### src/rtl/mux_arb_pkg.sv
// rtl/mux_arb_pkg.sv - shared defaults and helpers for the round-robin mux scheduler
// Purpose: default requester count / data width, index-width function and
//          onehot <-> index conversion helpers (widths up to 16 requesters).
package mux_arb_pkg;

    localparam int DEFAULT_N  = 8;
    localparam int DEFAULT_DW = 8;
    localparam int MAX_N      = 16;

    // Index width for n requesters; never below 1 so a 2-lane build still has a bit.
    function automatic int idx_w(input int n);
        return (n <= 2) ? 1 : $clog2(n);
    endfunction

    function automatic logic [MAX_N-1:0] idx2onehot(input logic [3:0] idx);
        return MAX_N'(1) << idx;
    endfunction

    // Lowest set bit wins; an all-zero vector maps to index 0.
    function automatic logic [3:0] onehot2idx(input logic [MAX_N-1:0] oh);
        logic [3:0] idx;
        idx = '0;
        for (int i = MAX_N - 1; i >= 0; i--) begin
            if (oh[i]) idx = 4'(i);
        end
        return idx;
    endfunction

endpackage

### src/rtl/rr_pick.sv
// rtl/rr_pick.sv - combinational rotating-priority encoder
// Purpose: picks the first eligible requester searching ptr+1, ptr+2, ... with wrap.
// Ports:
//   eligible in  N   candidate requesters
//   ptr      in  IW  last winner; search starts just after it
//   any      out 1   at least one candidate
//   winner   out IW  chosen index (0 when any=0)
//   onehot   out N   one-hot of winner (0 when any=0)
module rr_pick
    import mux_arb_pkg::*;
#(
    parameter int N  = DEFAULT_N,
    parameter int IW = idx_w(DEFAULT_N)
) (
    input  logic [N-1:0]  eligible,
    input  logic [IW-1:0] ptr,
    output logic          any,
    output logic [IW-1:0] winner,
    output logic [N-1:0]  onehot
);

    int idx;

    // Walk the search order backwards so the last hit assigned is the first in
    // priority order; avoids a break and keeps the loop a plain mux chain.
    always_comb begin
        any    = 1'b0;
        winner = '0;
        idx    = 0;
        for (int k = N; k >= 1; k--) begin
            idx = (int'(ptr) + k) % N;
            if (eligible[idx[IW-1:0]]) begin
                any    = 1'b1;
                winner = IW'(idx);
            end
        end
        onehot = any ? N'(idx2onehot(4'(winner))) : '0;
    end

endmodule

### src/rtl/mux_rr_scheduler.sv
// rtl/mux_rr_scheduler.sv - round-robin scheduler with one-entry output buffer for an N:1 mux
// Purpose: shares one output channel between N valid/ready requesters.
// Optional feature macro: MUX_ARB_LOCK_EN (adds lock[N-1:0] to hold priority on the winner).
// Ports:
//   clk, rst_n          clock, asynchronous active-low reset
//   en_mask   in  N     requester i may be scheduled
//   req       in  N     per-requester valid
//   req_data  in  N*DW  lane i at [i*DW +: DW]
//   gnt       out N     one-hot ready, combinational
//   lock      in  N     (MUX_ARB_LOCK_EN only) keep priority on the winner
//   out_valid out 1     buffer holds a beat
//   out_data  out DW    buffered beat
//   out_src   out IW    source lane of out_data
//   out_ready in  1     consumer accept
module mux_rr_scheduler
    import mux_arb_pkg::*;
#(
    parameter int  N  = DEFAULT_N,
    parameter int  DW = DEFAULT_DW,
    localparam int IW = idx_w(N)
) (
    input  logic          clk,
    input  logic          rst_n,
    input  logic [N-1:0]  en_mask,
    input  logic [N-1:0]  req,
    input  logic [N*DW-1:0] req_data,
    output logic [N-1:0]  gnt,
`ifdef MUX_ARB_LOCK_EN
    input  logic [N-1:0]  lock,
`endif
    output logic          out_valid,
    output logic [DW-1:0] out_data,
    output logic [IW-1:0] out_src,
    input  logic          out_ready
);

    logic [IW-1:0] ptr;
    logic [IW-1:0] ptr_nxt;
    logic [IW-1:0] winner;
    logic [N-1:0]  eligible;
    logic [N-1:0]  pick_oh;
    logic          any;
    logic          load;

    assign eligible = req & en_mask;

    rr_pick #(.N(N), .IW(IW)) u_pick (
        .eligible (eligible),
        .ptr      (ptr),
        .any      (any),
        .winner   (winner),
        .onehot   (pick_oh)
    );

    // Load when something is eligible and the buffer is empty or draining this cycle.
    assign load = any & (~out_valid | out_ready);
    assign gnt  = (load & rst_n) ? pick_oh : '0;

`ifdef MUX_ARB_LOCK_EN
    // A locked winner parks ptr one behind itself so it stays first in the search.
    assign ptr_nxt = lock[winner] ? ((winner == '0) ? IW'(N - 1) : winner - 1'b1) : winner;
`else
    assign ptr_nxt = winner;
`endif

    always_ff @(posedge clk or negedge rst_n) begin
        if (!rst_n) begin
            out_valid <= 1'b0;
            out_data  <= '0;
            out_src   <= '0;
            ptr       <= IW'(N - 1);
        end else if (load) begin
            out_valid <= 1'b1;
            out_data  <= DW'(req_data >> (int'(winner) * DW));
            out_src   <= winner;
            ptr       <= ptr_nxt;
        end else if (out_ready) begin
            out_valid <= 1'b0;
        end
    end

endmodule

### config.mk
export PLATFORM = sky130hd
export DESIGN_NAME = mux_rr_scheduler
export DESIGN_NICKNAME = d
export VERILOG_FILES = /design/src/rtl/mux_arb_pkg.sv /design/src/rtl/rr_pick.sv /design/src/rtl/mux_rr_scheduler.sv
export SDC_FILE = /design/constraint.sdc
export NUM_CORES = 1
export LEC_CHECK = 0
export CORE_ASPECT_RATIO = 0.7
export CORE_MARGIN = 2
export CORE_UTILIZATION = 40
export CTS_CLUSTER_DIAMETER = 150
export DETAILED_ROUTE_END_ITERATION = 6
export GPL_TIMING_DRIVEN = 0
export PLACE_DENSITY = 0.79
export RECOVER_POWER = 50
export SLEW_MARGIN = 20
export SYNTH_ARGS = -nofsm -noshare
export SYNTH_HDL_FRONTEND = slang
export SYNTH_SLANG_ARGS = --single-unit
### constraint.sdc
create_clock -name clk -period 4.13 [get_ports clk]
set_input_delay 1.0325 -clock clk [delete_from_list [all_inputs] [get_ports clk]]
set_output_delay 1.0325 -clock clk [all_outputs]
set_load 0.02 [all_outputs]
Word-level counts from Yosys, hierarchy flattened --
Index checks and enable logic that the tools add are counted.
Word-level totals: bits in registers 15, bits of input ports 83, logic and storage cells 64, output and inout port bits 20
Operators by class: mux-type cells 36, bitwise operators 5, reductions and logical operators 1, order comparisons 8, shift operators 2, $add $sub $neg 8
Operators by type and width (count):
- $shr 64x6->8 | 1
- $lt 3x4->1 const B | 8
- $bmux 1 s3 | 8
- $mux 3 | 8
- $mux 1 | 18
- $mux 8 | 2
- $add 3x3->3 const B | 4
- $and 8x8->8 | 1
- $shl 1x3->8 const A | 1
- $add 3x1->3 const B | 2
- $add 3x2->3 const B | 2
- $and 1x1->1 | 2
- $reduce_bool 2->1 | 1
- $not 1->1 | 1
- $or 1x1->1 | 1

Longest topological paths before layout --
Gate-level depths: netlist of run 1.
depth after elaboration 14, gate-level depth with buffers 14, mapped depth without buffers 11

Modules after synthesis --
Synthesis of run 1 repeated with hierarchy kept, for this count alone.
Unflattened totals: cells, all modules 221, area, all modules 2157.1 um2
Modules (own cells, without submodules):
- mux_rr_scheduler | cells an instance 120, times used 1, area an instance 1214.9 um2, seq. area each 379.1 um2
- rr_pick | cells an instance 101, times used 1, area an instance 942.2 um2, seq. area each 0.0 um2

Least setup slack after synthesis of run 1 --
Ideal clock, no wire load.
kind flip-flop to output port, from register ptr[0], to output port gnt[3], setup slack -0.300 ns, path buffers 5, data arrival time 3.398 ns, data required time 3.098 ns, cell stages (with the launch flop) 14, cells stage by stage dfstp_2 buf_6 buf_6 inv_1 ha_1 clkbuf_1 mux4_2 a21oi_1 a21oi_1 buf_6 o22ai_4 buf_6 inv_1 nor3_1
On the way: word-level cells in the longest chain between the ends 14, elaborated cells between the ends (all ways) 45, those cells by class add/sub: 8; shift: 1; mux: 34; bitwise: 2
Ends and longest elaborated chain:
- from (decl) | RTL line mux_rr_scheduler.sv:37 | logic [IW-1:0] ptr;
- from (signal assigned) | RTL line mux_rr_scheduler.sv:71 | ptr <= IW'(N - 1);
- from (signal assigned) | RTL line mux_rr_scheduler.sv:76 | ptr <= ptr_nxt;
- $add 3x1->3 | RTL line rr_pick.sv:31 | idx = (int'(ptr) + k) % N;
- $bmux 1 s3 | RTL line rr_pick.sv:32 | if (eligible[idx[IW-1:0]]) begin
- $mux 1 (not written as such) | RTL line rr_pick.sv:32
- $mux 3 / $mux 1 (equally long branches) (8 in a row) | RTL line rr_pick.sv:32
- $shl 1x3->8 / $and 1x1->1 (equally long branches) | RTL line mux_arb_pkg.sv:16, mux_rr_scheduler.sv:56
- $mux 8 / $and 1x1->1 (equally long branches) | RTL line rr_pick.sv:37, mux_rr_scheduler.sv:57
- $mux 8 (*) | RTL line mux_rr_scheduler.sv:57 | assign gnt = (load & rst_n) ? pick_oh : '0;
- to (decl) | RTL line mux_rr_scheduler.sv:27 | output logic [N-1:0] gnt,
Mark *: on every way between the ends. The rest lies on a longest branch, timed or not. The select of a mux whose other input is x is not followed.

Worst setup path in the final report of run 1 --
from register ptr[0], to output port gnt[4]
The elaborated chain is that of the path after synthesis.

==> results.json, run 1 <==
{
  "status": "complete, but fails checks",
  "violations": "negative setup slack",
  "setup_viol": 8,
  "worstSetupPathType": "reg2out",
  "tritoncts": "yes",
  "area_growth_pct": 75.1,
  "syn_inst": 265,
  "path_max_fanout": 4,
  "required_ps": 3100,
  "synth-async-reset-ratio": 1.00,
  "start_kind": "register",
  "io_pins": 103,
  "start_util": 0.418,
  "ys_ff_latch": 15,
  "hold_class": "reg2reg",
  "drt_pre_antenna_iters": 5,
  "ys_seq_area_frac": 0.157,
  "grt_pass1_wl_mm": 14.6,
  "die_h_um": 69.1,
  "drc": 0,
  "overflow": 0,
  "ys.flop_type": "dfrtp_1",
  "antenna_found_initial": 0,
  "synth.distinct_cells": 56,
  "stdcell_count": 490,
  "slew_headroom": 0.470,
  "maxCapViolCount": 0,
  "report.final.slew_viol_count": 0,
  "grt_use_total": 0.267,
  "drtIter0Drc": 229,
  "viasPerCell": 5.89,
  "insertion_delay_ps": 250,
  "clockRootBuffer": "clkbuf_8",
  "synth_edf_count": 0,
  "tightest_slew_ps": 793,
  "skew_ps": 3.79,
  "n_antenna_cell": 0,
  "critPathArrivalTime_ps": 3370,
  "grt_start_max_net_pins": 18,
  "wl_per_cell_um": 19.3,
  "rows": 23,
  "htreeDepth": 1,
  "clockBufferDepth": 2,
  "wl_mm": 9.44,
  "core_area_sq_um": 5780,
  "syn_area_sq_um": 2420,
  "cts_buffers": 3,
  "place.gp.congestion": 0.971,
  "cts.clk_slew.worst_paths_ps": 60,
  "vias": 2888,
  "period_needed_ps": 4400,
  "dp_hpwl_mm": 6.77,
  "synth.avg_cell_area_sq_um": 9.13,
  "drive_above_1_share": 0.400,
  "placed_cells": 442,
  "die_area_sq_um": 6690,
  "yosys_warnings": 0,
  "nets": 501,
  "cts_sinks": 15,
  "die_x_um": 96.9,
  "period_share": 1.07,
  "fmax_ghz": 0.227,
  "rsz0062_at_grt": "true",
  "hold_viol": 0,
  "drt.antenna.violating_nets": 0,
  "fin_ws_ps": -269,
  "io_buffers": 102,
  "grt_pass1_vias": 2828,
  "fin_setup_tns_ps": -1950,
  "syn_nets": 350,
  "end_kind": "primary output"
}
layout make-up:
| cell class | count | area [sq um] |
|---|---|---|
| buffer | 16 | 155 |
| clock buffer | 3 | 41.3 |
| clock inverter | 1 | 5.00 |
| fill | 420 | 1550 |
| inverter | 6 | 31.3 |
| multi-input combinational | 227 | 2130 |
| sequential | 15 | 379 |
| tap | 75 | 93.8 |
| timing repair buffer | 147 | 1400 |
layer usage:
layer | vias up | share of wire | GRT usage
li1 | 1344 | - | -
met1 | 1379 | 0.44 | 0.372
met2 | 149 | 0.45 | 0.422
met3 | 16 | 0.096 | 0.0659
met4 | 0 | 0.013 | 0.0532
met5 | - | 0 | 0
final timing paths:
check / slack, ps / cells past startpoint / from / end
setup / recovery: -270 / 12 / ptr[0] / gnt[4]
hold / removal: 490 / 2 / out_data[6] / out_data[6]
setup reg to reg: 260 / 15 / ptr[0] / out_data[2]
hold reg to reg: 490 / 2 / out_data[6] / out_data[6]
max in group asynchronous: 2390 / 1 / rst_n / out_valid
min in group asynchronous: 1240 / 1 / rst_n / out_data[3]
stage by stage:
stage	utilization	setup slack, ps	hold WS [ps]	cell area (sq um)
detailed placement	0.618	-1350	475	3570
global placement	0.618	-1300	464	3570
CTS	0.698	-186	490	4040
floorplan	-	-58.3	582	2460
global route	0.732	-371	505	4230
finish	0.732	-269	486	4230
cell families (layout without fill, tap and decap cells):
kind of cell | after synthesis | count (layout) | share of synthesized area
muxes | 46 | 46 | 0.296
xor gates and xnor gates | 4 | 4 | 0.0145
and+or+nand+nor | 104 | 104 | 0.223
DFF | 15 | 15 | 0.157
buffers and inverters | 23 | 173 | 0.0657
AOI/OAI and AO/OA | 71 | 71 | 0.233
adders and majority gates | 2 | 2 | 0.0103
cell usage after synthesis, types with 5 or more instances:
cell / instances / area [sq um]
a21oi_1: 5 / 25.0
buf_6: 7 / 78.8
clkbuf_1: 6 / 22.5
dfrtp_1: 12 / 300
inv_1: 6 / 22.5
mux2_2: 10 / 113
mux2i_1: 19 / 190
mux4_1: 8 / 210
mux4_2: 9 / 203
nand2_1: 34 / 128
nand3_1: 6 / 30.0
nand3_2: 5 / 50.1
nor2_1: 28 / 105
nor3_1: 7 / 35.0
o211ai_1: 8 / 60.1
o211ai_2: 5 / 62.6
o21a_1: 11 / 82.6
o21ai_1: 5 / 25.0
o221ai_1: 8 / 70.1
o22ai_1: 5 / 31.3
worst max-delay path: stages (launching register included):
cell,delay (ps)
dfstp_2,560
buf_8,120
buf_8,100
clkinvlp_4,110
ha_4,350
mux4_2,570
or4_4,590
nor2_4,140
nor2b_4,70
nand3b_1,170
buf_4,170
nor3_2,40
buf_4,160
registers in the layout, indices dropped and copies added, names as in the netlist:
signal,flops
out_data,8
out_src,3
out_valid,1
ptr,3
repair_timing:
| item | 4_1_cts | 5_1_grt |
|---|---|---|
| cloned | 0 | 1 |
| buffers inserted | 32 | 12 |
| gates resized for setup | 129 | 26 |
| pin swaps | 18 | 14 |
| hold buffers | 0 | 0 |
| setup endpoints to repair | 8 | 8 |
layout by cell type (no fill, tap or decap), types with 5 or more instances in the layout:
cell type and n:
nor2_1 25, mux4_2 9, o21a_1 10, mux4_1 8
o221ai_1 8, o211ai_2 5, buf_4 41, nand2_2 9
clkdlybuf4s15_2 11, buf_6 15, nand3_2 7, mux2_2 10
mux2i_1 19, dfrtp_1 12, clkdlybuf4s50_1 78, nand2_1 26
o211ai_1 8
Power of run 1 is not shown: default switching activity piles up to over one toggle a cycle in this logic, so the estimate is an artifact.
==> inputs of run 2 (changes only) <==
--- a/config.mk
+++ b/config.mk
@@ -5,6 +5,7 @@
 export SDC_FILE = /design/constraint.sdc
 export NUM_CORES = 1
 export LEC_CHECK = 0
+export CAP_MARGIN = 15
 export CORE_ASPECT_RATIO = 0.7
 export CORE_MARGIN = 2
 export CORE_UTILIZATION = 40
@@ -13,7 +14,6 @@
 export GPL_TIMING_DRIVEN = 0
 export PLACE_DENSITY = 0.79
 export RECOVER_POWER = 50
-export SLEW_MARGIN = 20
 export SYNTH_ARGS = -nofsm -noshare
 export SYNTH_HDL_FRONTEND = slang
 export SYNTH_SLANG_ARGS = --single-unit
==> results of run 2 <==
Same layout as run 1: the final DEF is identical, and so are final timing and power.
Power of run 2 is left out for the same reason.
